File: config.mk
export PLATFORM = sky130hd
export DESIGN_NAME = expr_result_unpacker
export DESIGN_NICKNAME = d
export VERILOG_FILES = /design/src/rtl/expr_result_unpacker.sv
export SDC_FILE = /design/constraint.sdc
export NUM_CORES = 1
export LEC_CHECK = 0
export BUFFER_PORTS_ARGS = -buffer_cell sky130_fd_sc_hd__buf_2
export CAP_MARGIN = 15
export CORE_MARGIN = 2
export CORE_UTILIZATION = 60
export CTS_CLUSTER_SIZE = 8
export DETAILED_ROUTE_END_ITERATION = 16
export GPL_ROUTABILITY_DRIVEN = 1
export PLACE_DENSITY = 0.79
export SETUP_SLACK_MARGIN = 0.15
export SLEW_MARGIN = 25
export SYNTH_ARGS = -nofsm -noshare
export SYNTH_HDL_FRONTEND = slang
export SYNTH_SLANG_ARGS = --single-unit
File: constraint.sdc
create_clock -name clk -period 16.52 [get_ports clk]
set_input_delay 2.478 -clock clk [delete_from_list [all_inputs] [get_ports clk]]
set_output_delay 2.478 -clock clk [all_outputs]
set_load 0.01 [all_outputs]
File: src/rtl/expr_result_unpacker.sv
// Streams the 18 fields of a 90-bit vloghammer result word one per beat,
// each sign- or zero-extended to FIELD_W and tagged with its index.
module expr_result_unpacker #(
  parameter int FIELD_W = 8
) (
  input  logic               clk,
  input  logic               rst,
  input  logic               in_valid,
  output logic               in_ready,
  input  logic [89:0]        in_word,
  output logic               out_valid,
  input  logic               out_ready,
  output logic [FIELD_W-1:0] out_data,
  output logic [4:0]         out_index,
  output logic               out_signed,
  output logic               out_last,
  output logic [15:0]        word_cnt
);

  typedef enum logic {IDLE, SEND} state_t;

  state_t      state, state_nx;
  logic [89:0] hold;
  logic [4:0]  idx;
  logic        at_last;
  logic        take;
  logic        adv;

  assign at_last = (state == SEND) && (idx == 5'd17);
  assign take    = in_valid && in_ready;
  assign adv     = (state == SEND) && out_ready;

  // NOTE: sequential state uses non-blocking assignments so every flop samples pre-edge values.
  always_ff @(posedge clk) begin
    if (rst) state <= IDLE;
    else     state <= state_nx;
  end

  // NOTE: the default assignment at the top of each always_comb prevents latch inference.
  always_comb begin
    state_nx = state;
    case (state)
      IDLE: if (in_valid) state_nx = SEND;
      SEND: if (at_last && out_ready && !in_valid) state_nx = IDLE;
      default: state_nx = IDLE;
    endcase
  end

  // NOTE: the holding register is cleared on reset so a discarded word leaves no stale data behind.
  always_ff @(posedge clk) begin
    if (rst) begin
      hold     <= '0;
      idx      <= '0;
      word_cnt <= '0;
    end else begin
      if (take) begin
        hold <= in_word;
        idx  <= '0;
      end else if (adv) begin
        idx <= at_last ? 5'd0 : idx + 5'd1;
      end
      if (at_last && out_ready) word_cnt <= word_cnt + 16'd1;
    end
  end

  // Field decode: idx -> group of six (30 bits each) and position within the group.
  logic [1:0]  grp;
  logic [2:0]  pos;
  logic [6:0]  msb;
  logic [2:0]  fw;
  logic        sgn;
  logic [5:0]  top6;
  logic [15:0] mask;
  logic [15:0] ext;

  always_comb begin
    grp  = 2'd0;
    pos  = 3'(idx);
    if (idx >= 5'd12) begin
      grp = 2'd2;
      pos = 3'(idx - 5'd12);
    end else if (idx >= 5'd6) begin
      grp = 2'd1;
      pos = 3'(idx - 5'd6);
    end

    case (pos)
      3'd0:    begin msb = 7'd89; fw = 3'd4; end
      3'd1:    begin msb = 7'd85; fw = 3'd5; end
      3'd2:    begin msb = 7'd80; fw = 3'd6; end
      3'd3:    begin msb = 7'd74; fw = 3'd4; end
      3'd4:    begin msb = 7'd70; fw = 3'd5; end
      3'd5:    begin msb = 7'd65; fw = 3'd6; end
      default: begin msb = 7'd89; fw = 3'd4; end
    endcase
    case (grp)
      2'd1:    msb = msb - 7'd30;
      2'd2:    msb = msb - 7'd60;
      default: msb = msb;
    endcase
    sgn = (pos >= 3'd3);

    // Take six bits MSB-aligned on the field, then right-justify; top6[5] is the field's sign bit.
    top6 = hold[msb -: 6];
    mask = (16'd1 << fw) - 16'd1;
    ext  = {10'd0, top6 >> (3'd6 - fw)};
    if (sgn && top6[5]) ext = ext | ~mask;
  end

  always_comb begin
    in_ready   = (state == IDLE) || (at_last && out_ready);
    out_valid  = (state == SEND);
    out_data   = out_valid ? ext[FIELD_W-1:0] : '0;
    out_index  = out_valid ? idx : 5'd0;
    out_signed = out_valid && sgn;
    out_last   = at_last;
  end

endmodule

# Yosys cells after proc, flatten, opt, wreduce, memory -nomap -nowiden
# Index checks and enable logic that the tools add are counted.
word_totals:
  ff_bits: 112
  inputBits: 94
  output_inout_bits: 33
  word_cells: 55
op_classes:
  addsub: 8
  n_lt_le_gt_ge: 3
  eq_ne: 8
  n_shift: 3
  muxes: 14
  bitwise: 3
  reduce_logical: 12
op_table:
  columns: ["cell", "count"]
  rows:
  - ["$shiftx A95 B8 Y6", 1]
  - ["$pmux W5 S5", 1]
  - ["$add A16 B1 Y16 const B", 1]
  - ["$mux W8", 2]
  - ["$pmux W7 S2", 1]
  - ["$mux W5", 2]
  - ["$not A8 Y8", 1]
  - ["$or A6 B8 Y8", 1]
  - ["$shl A1 B3 Y8 const A", 1]
  - ["$sub A8 B1 Y8 const B", 1]
  - ["$logic_and A1 B1 Y1", 7]
  - ["$sub A7 B5 Y7 const B", 1]
  - ["$sub A7 B6 Y7 const B", 1]
  - ["$eq A3 B2 Y1 const B", 2]
  - ["$eq A3 B3 Y1 const B", 2]
  - ["$mux W3", 2]
  - ["$reduce_or A2 Y1", 3]
  - ["$shr A6 B3 Y6", 1]
  - ["$sub A3 B3 Y3 const B", 2]
  - ["$add A5 B1 Y5 const B", 1]
  - ["$eq A5 B5 Y1 const B", 1]
  - ["$ge A5 B3 Y1 const B", 1]
  - ["$ge A5 B4 Y1 const B", 1]
  - ["$pmux W2 S2", 1]
  - ["11 further kinds", 13]

# Logic depth before layout (Yosys ltp)
depth:
  word_depth: 12
  depth_mapped: 25
  mapped_depth_nobuf: 19

# Worst setup path before layout
# Ideal clock, no wire load.
synth_timing:
  kind: "register to output"
  startpoint: "register idx[1]"
  endpoint: "output out_data[0]"
  t_arrival_ps: 4716
  required_ps: 14042
  slack_ps: 9326
  path_stages_with_launch: 26
  path_buffers: 6
  path_cell_list: "dfxtp_1 > ha_1 > buf_4 > nand2b_1 > buf_4 > a21oi_2 > buf_2 > buf_4 > mux2_2 > o211ai_2 > clkinv_1 > ha_1 > ha_1 > nor2b_1 > o21ai_0 > o311a_1 > o31a_1 > buf_4 > buf_4 > nand3_1 > o211ai_1 > o211ai_1 > a2111o_1 > nand2_1 > o211ai_1 > a31oi_1"
synth_via:
  elab_chain_len: 12
  word_cells_on_any_way: 33
synth_lines:
  columns: ["element", "line", "source"]
  rows:
  - ["start: declaration", "24", "logic [4:0] idx;"]
  - ["start signal: assignment", "60", "idx <= at_last ? 5'd0 : idx + 5'd1;"]
  - ["$ge A5 B3 Y1 / $sub A3 B3 Y3 (equally long branches)", "82, 84", null]
  - ["$mux W3", "82", "end else if (idx >= 5'd6) begin"]
  - ["$mux W3", "79", "if (idx >= 5'd12) begin"]
  - ["$eq A3 B3 Y1 (tied with other cells)", "87", "case (pos)"]
  - ["$pmux W5 S5 / $reduce_or A2 Y1 (equally long branches)", null, null]
  - ["$sub A7 B6 Y7 (tied with other cells)", "98", "2'd2: msb = msb - 7'd60;"]
  - ["$pmux W7 S2 / $shl A1 B3 Y8 (equally long branches)", "96, 105", null]
  - ["$shiftx A95 B8 Y6 / $sub A8 B1 Y8 (equally long branches)", "104, 105", null]
  - ["$shr A6 B3 Y6 / $not A8 Y8 (equally long branches)", "106, 107", null]
  - ["$or A6 B8 Y8", "107", "if (sgn && top6[5]) ext = ext | ~mask;"]
  - ["$mux W8 (*)", "107", null]
  - ["$mux W8 (*)", "113", "out_data = out_valid ? ext[FIELD_W-1:0] : '0;"]
  - ["end: declaration", "13", "output logic [FIELD_W-1:0] out_data,"]
# Mark *: on every way between the ends. The rest lies on a longest branch, timed or not.

# Worst setup path in the final report
layout_timing:
  startpoint: "register idx[2]"
  endpoint: "output out_data[0]"
# Same word-level chain as after synthesis.

==> impl_metrics.csv <==
group,metric,value,unit
power,pwr-share-comb,18.5,%
die,design.die.area,16800,um^2
logic_synthesis,synthesis.instances,1341,
power,p_sw_share,31.3,%
clock_network,htree_levels,3,
timing,tightest_slew,1.09,ns
timing,fmax,0.104,GHz
power,power_density,64.5,nW/um^2
logic_synthesis,syn_area,9480,um^2
global_route,first_global_vias,9915,
place,portBuffers,126,
finish,drive_above_1_share,15.3,%
timing,period_minus_slack,9.58,ns
timing,setup_slack,6.94,ns
run_status,run_status,"completed",
timing,finalSetupViolCount,0,
clock_network,cts_tree,"yes",
place,globalplace.congestion,1.03,
place,pre_cts_slack,7.65,ns
routing,routed_wl,33600,um
worst_setup_path,critical-path-top-delay-family,"compound AO/OA/AOI/OAI gates",
clock_network,clk_pin_slew,0.08,ns
routing,wl_per_cell,21.2,um
timing,fin_crit_sh,58.0,%
logic_synthesis,synth_warnings,0,
worst_hold_path,min-delay-start,"hold[57]$_SDFFE_PP0P_",
worst_setup_path,crit_chain,"ha_1 > nand2b_1 > a2111oi_2 > or2_1 > buf_4 > a21oi_1 > ha_1 > ha_1 > nor2b_1 > o21ai_0 > o311a_1 > o31a_1 > nand2_1 > a211o_1 > nor4bb_1 > or4b_1 > o2111ai_1 > a31oi_1 > buf_2",
logic_synthesis,synthArstFlopShare,0,%
place,dp_hpwl,22900,um
timing,report.final.slew_viol_count,0,
die,rows,45,
global_route,grt_max_degree,94,
worst_hold_path,hold_path_class,"flop to flop",
routing,drc,0,
logic_synthesis,synth-edff-count,0,
die,start_util,61.9,%
worst_setup_path,crit_type,"flop to primary output",
finish,multiInputGateArea,6550,um^2
die,die-width,130,um
logic_synthesis,avgSynthCellArea,7.07,um^2
global_route,antenna_found_initial,0,
routing,postRouteAntennaNets,0,
finish,layout_common_cells,"280 x nand2_1, 139 x a21oi_1, 125 x buf_2, 112 x dfxtp_1, 74 x nor2_1",
finish,seqCellArea,2240,um^2
power,pwr-share-seq,45.1,%
global_route,overflow,0,
finish,layout_commonest_cell,"nand2_1",
finish,num-fill-cells,1438,
logic_synthesis,ys_seq_area_share,23.7,%
timing,tns,0,ns
clock_network,clock-root-buffer,"clkbuf_16",
worst_setup_path,startpoint_type,"flop",
clock_network,post_cts_buffers,0,
logic_synthesis,ys_types,85,
power,power.internal,457,uW
worst_setup_path,crit_required,14.04,ns
power,ir_worst_vdd,56.5,uV
routing,dr.pass1.iters,6,
logic_synthesis,ys.flop_type,"dfxtp_1",
clock_network,cts_hold_buf,0,
logic_synthesis,synthesis.nets,1445,
run,maxCapViolations,0,
routing,vias_per_cell,6.96,
worst_setup_path,crit_start,"idx[2]$_SDFFE_PP0P_",
worst_setup_path,crit_slowest_cell,"o31a_1",
timing,finalHoldViolCount,0,
worst_setup_path,cp_max_fo,36,
clock_network,cts_sinks,112,
power,switchingPower,208,uW
finish,fin_nets,1476,
power,power_frac_clock,36.4,%
timing,max-slew-margin-rel,27.4,%
clock_network,cts.repair.resized,0,
clock_network,numCtsBuffers,9,
global_route,grt_pass1_wl,52700,um
worst_setup_path,end_kind,"primary output",
timing,grt_setup_unrepaired,"no",
die,die_height,130,um
worst_setup_path,r2r-start,"idx[1]$_SDFFE_PP0P_",
place,dp.cells,1572,
timing,fin_skew,0.00773,ns
finish,syn2layout_area_growth,8.62,%
finish,final_cells,1589,
power,power_leakage,0.00381,uW
logic_synthesis,synth-seq-cells,112,
worst_setup_path,arrival,7.11,ns
die,coreArea,15300,um^2
worst_setup_path,critPathMaxStageDelay,0.89,ns
routing,drt-initial-drc-count,1485,
clock_network,insertion_delay,0.37,ns
routing,vias,11100,
worst_setup_path,cpMostUsedCell,"ha_1",
clock_network,max-clock-path-buffers,2,
global_route,grt_usage,39.5,%
die,io_pins,127,
worst_setup_path,cp.buffers_inverters,2,
==> state kept, by name (all words and copies together) (netlist names) <==
register   cells
idx            5
word_cnt      16
out_valid      1
hold          90
==> stage by stage <==
step / hold slack, ns / area [um^2] / total power, uW / util [%]
floorplan: 0.436 / 9480 / 384 / -
global placement: 0.446 / 9960 / 423 / 65.0
detailed placement: 0.450 / 9960 / 424 / 65.0
CTS: 0.462 / 10300 / 662 / 67.2
global route: 0.487 / 10300 / 690 / 67.2
finish: 0.460 / 10300 / 665 / 67.2
==> cell type report <==
cell class / instances / share of cell area (%)
inverter: 28 / 1.02
tap: 211 / 2.56
clock inverter: 6 / 0.911
multi-input combinational: 1072 / 63.6
timing repair buffer: 149 / 7.83
antenna: 1 / 0.0243
sequential: 112 / 21.8
clock buffer: 10 / 2.32
==> power groups by stage <==
stage          logic [uW]  registers (uW)  clock network, uW
2_1_floorplan        85.5             298                  0
3_3_place_gp          118             305                  0
3_5_place_dp          119             305                  0
4_1_cts               120             299                244
5_1_grt               135             301                255
6_report              123             300                242
==> cell families (layout without fill, tap and decap cells) <==
kind of cell	after synthesis	count (layout)	share of synthesized area, %
xor+xnor	18	18	1.66
compound gates	456	456	33.8
flops	112	112	23.7
buf+inv	157	193	7.73
mux	59	59	6.92
fa+ha+maj	10	10	1.32
other cells	0	1	0
simple gates	529	529	24.9
==> worst min-delay path, delay by kind of cell (launching register included) <==
| family | cells | cell delay (ns) |
|---|---|---|
| compound gates | 1 | 0.05 |
| flops | 1 | 0.32 |
| simple gates | 1 | 0.05 |
==> synthesized netlist by cell type, types with 7 or more instances <==
cell       instances  area share (%)
inv_1             27             1.1
ha_1              10             1.3
o31ai_1            8            0.63
nand3_1           53             2.8
nand2_1          281              11
mux2_2             9             1.1
a311oi_1          18             1.7
xor2_1            13             1.2
nor2_1            76             3.0
nand2b_1           8            0.53
and3_1            22             1.5
a22oi_1           14             1.1
mux2i_1           43             4.5
a221o_1            7            0.74
a2111oi_0         12             1.1
nor4_1            13            0.86
a31oi_1           21             1.4
dfxtp_1          112              24
nand4_1           12            0.79
a21boi_0           8            0.63
o21ai_0           43             2.3
a21oi_1          139             7.3
clkbuf_1          55             2.2
buf_2             49             2.6
o211ai_1          27             2.1
buf_4             20             1.6
o221ai_1           7            0.65
and2_1            13            0.86
nor3_1            27             1.4
a32oi_1           14             1.3
a211oi_1          39             3.1
==> path summary, 6_finish.rpt <==
check	cells after the start	slack (ns)	end
min reg2reg	2	0.46	hold[57]$_SDFFE_PP0P_
max reg2reg	10	13.28	hold[82]$_SDFFE_PP0P_
min	2	0.46	hold[57]$_SDFFE_PP0P_
max	19	6.94	out_data[0]
==> routing by layer <==
| layer | up-vias | global-route usage (%) | wire, um |
|---|---|---|---|
| li1 | 5048 | - | - |
| met1 | 5077 | 51.8 | 13400 |
| met2 | 747 | 60.2 | 14600 |
| met3 | 183 | 11.2 | 3920 |
| met4 | 0 | 19.0 | 1730 |
| met5 | - | 0 | 0 |
No activity file was read; power rests on OpenSTA's default activity.
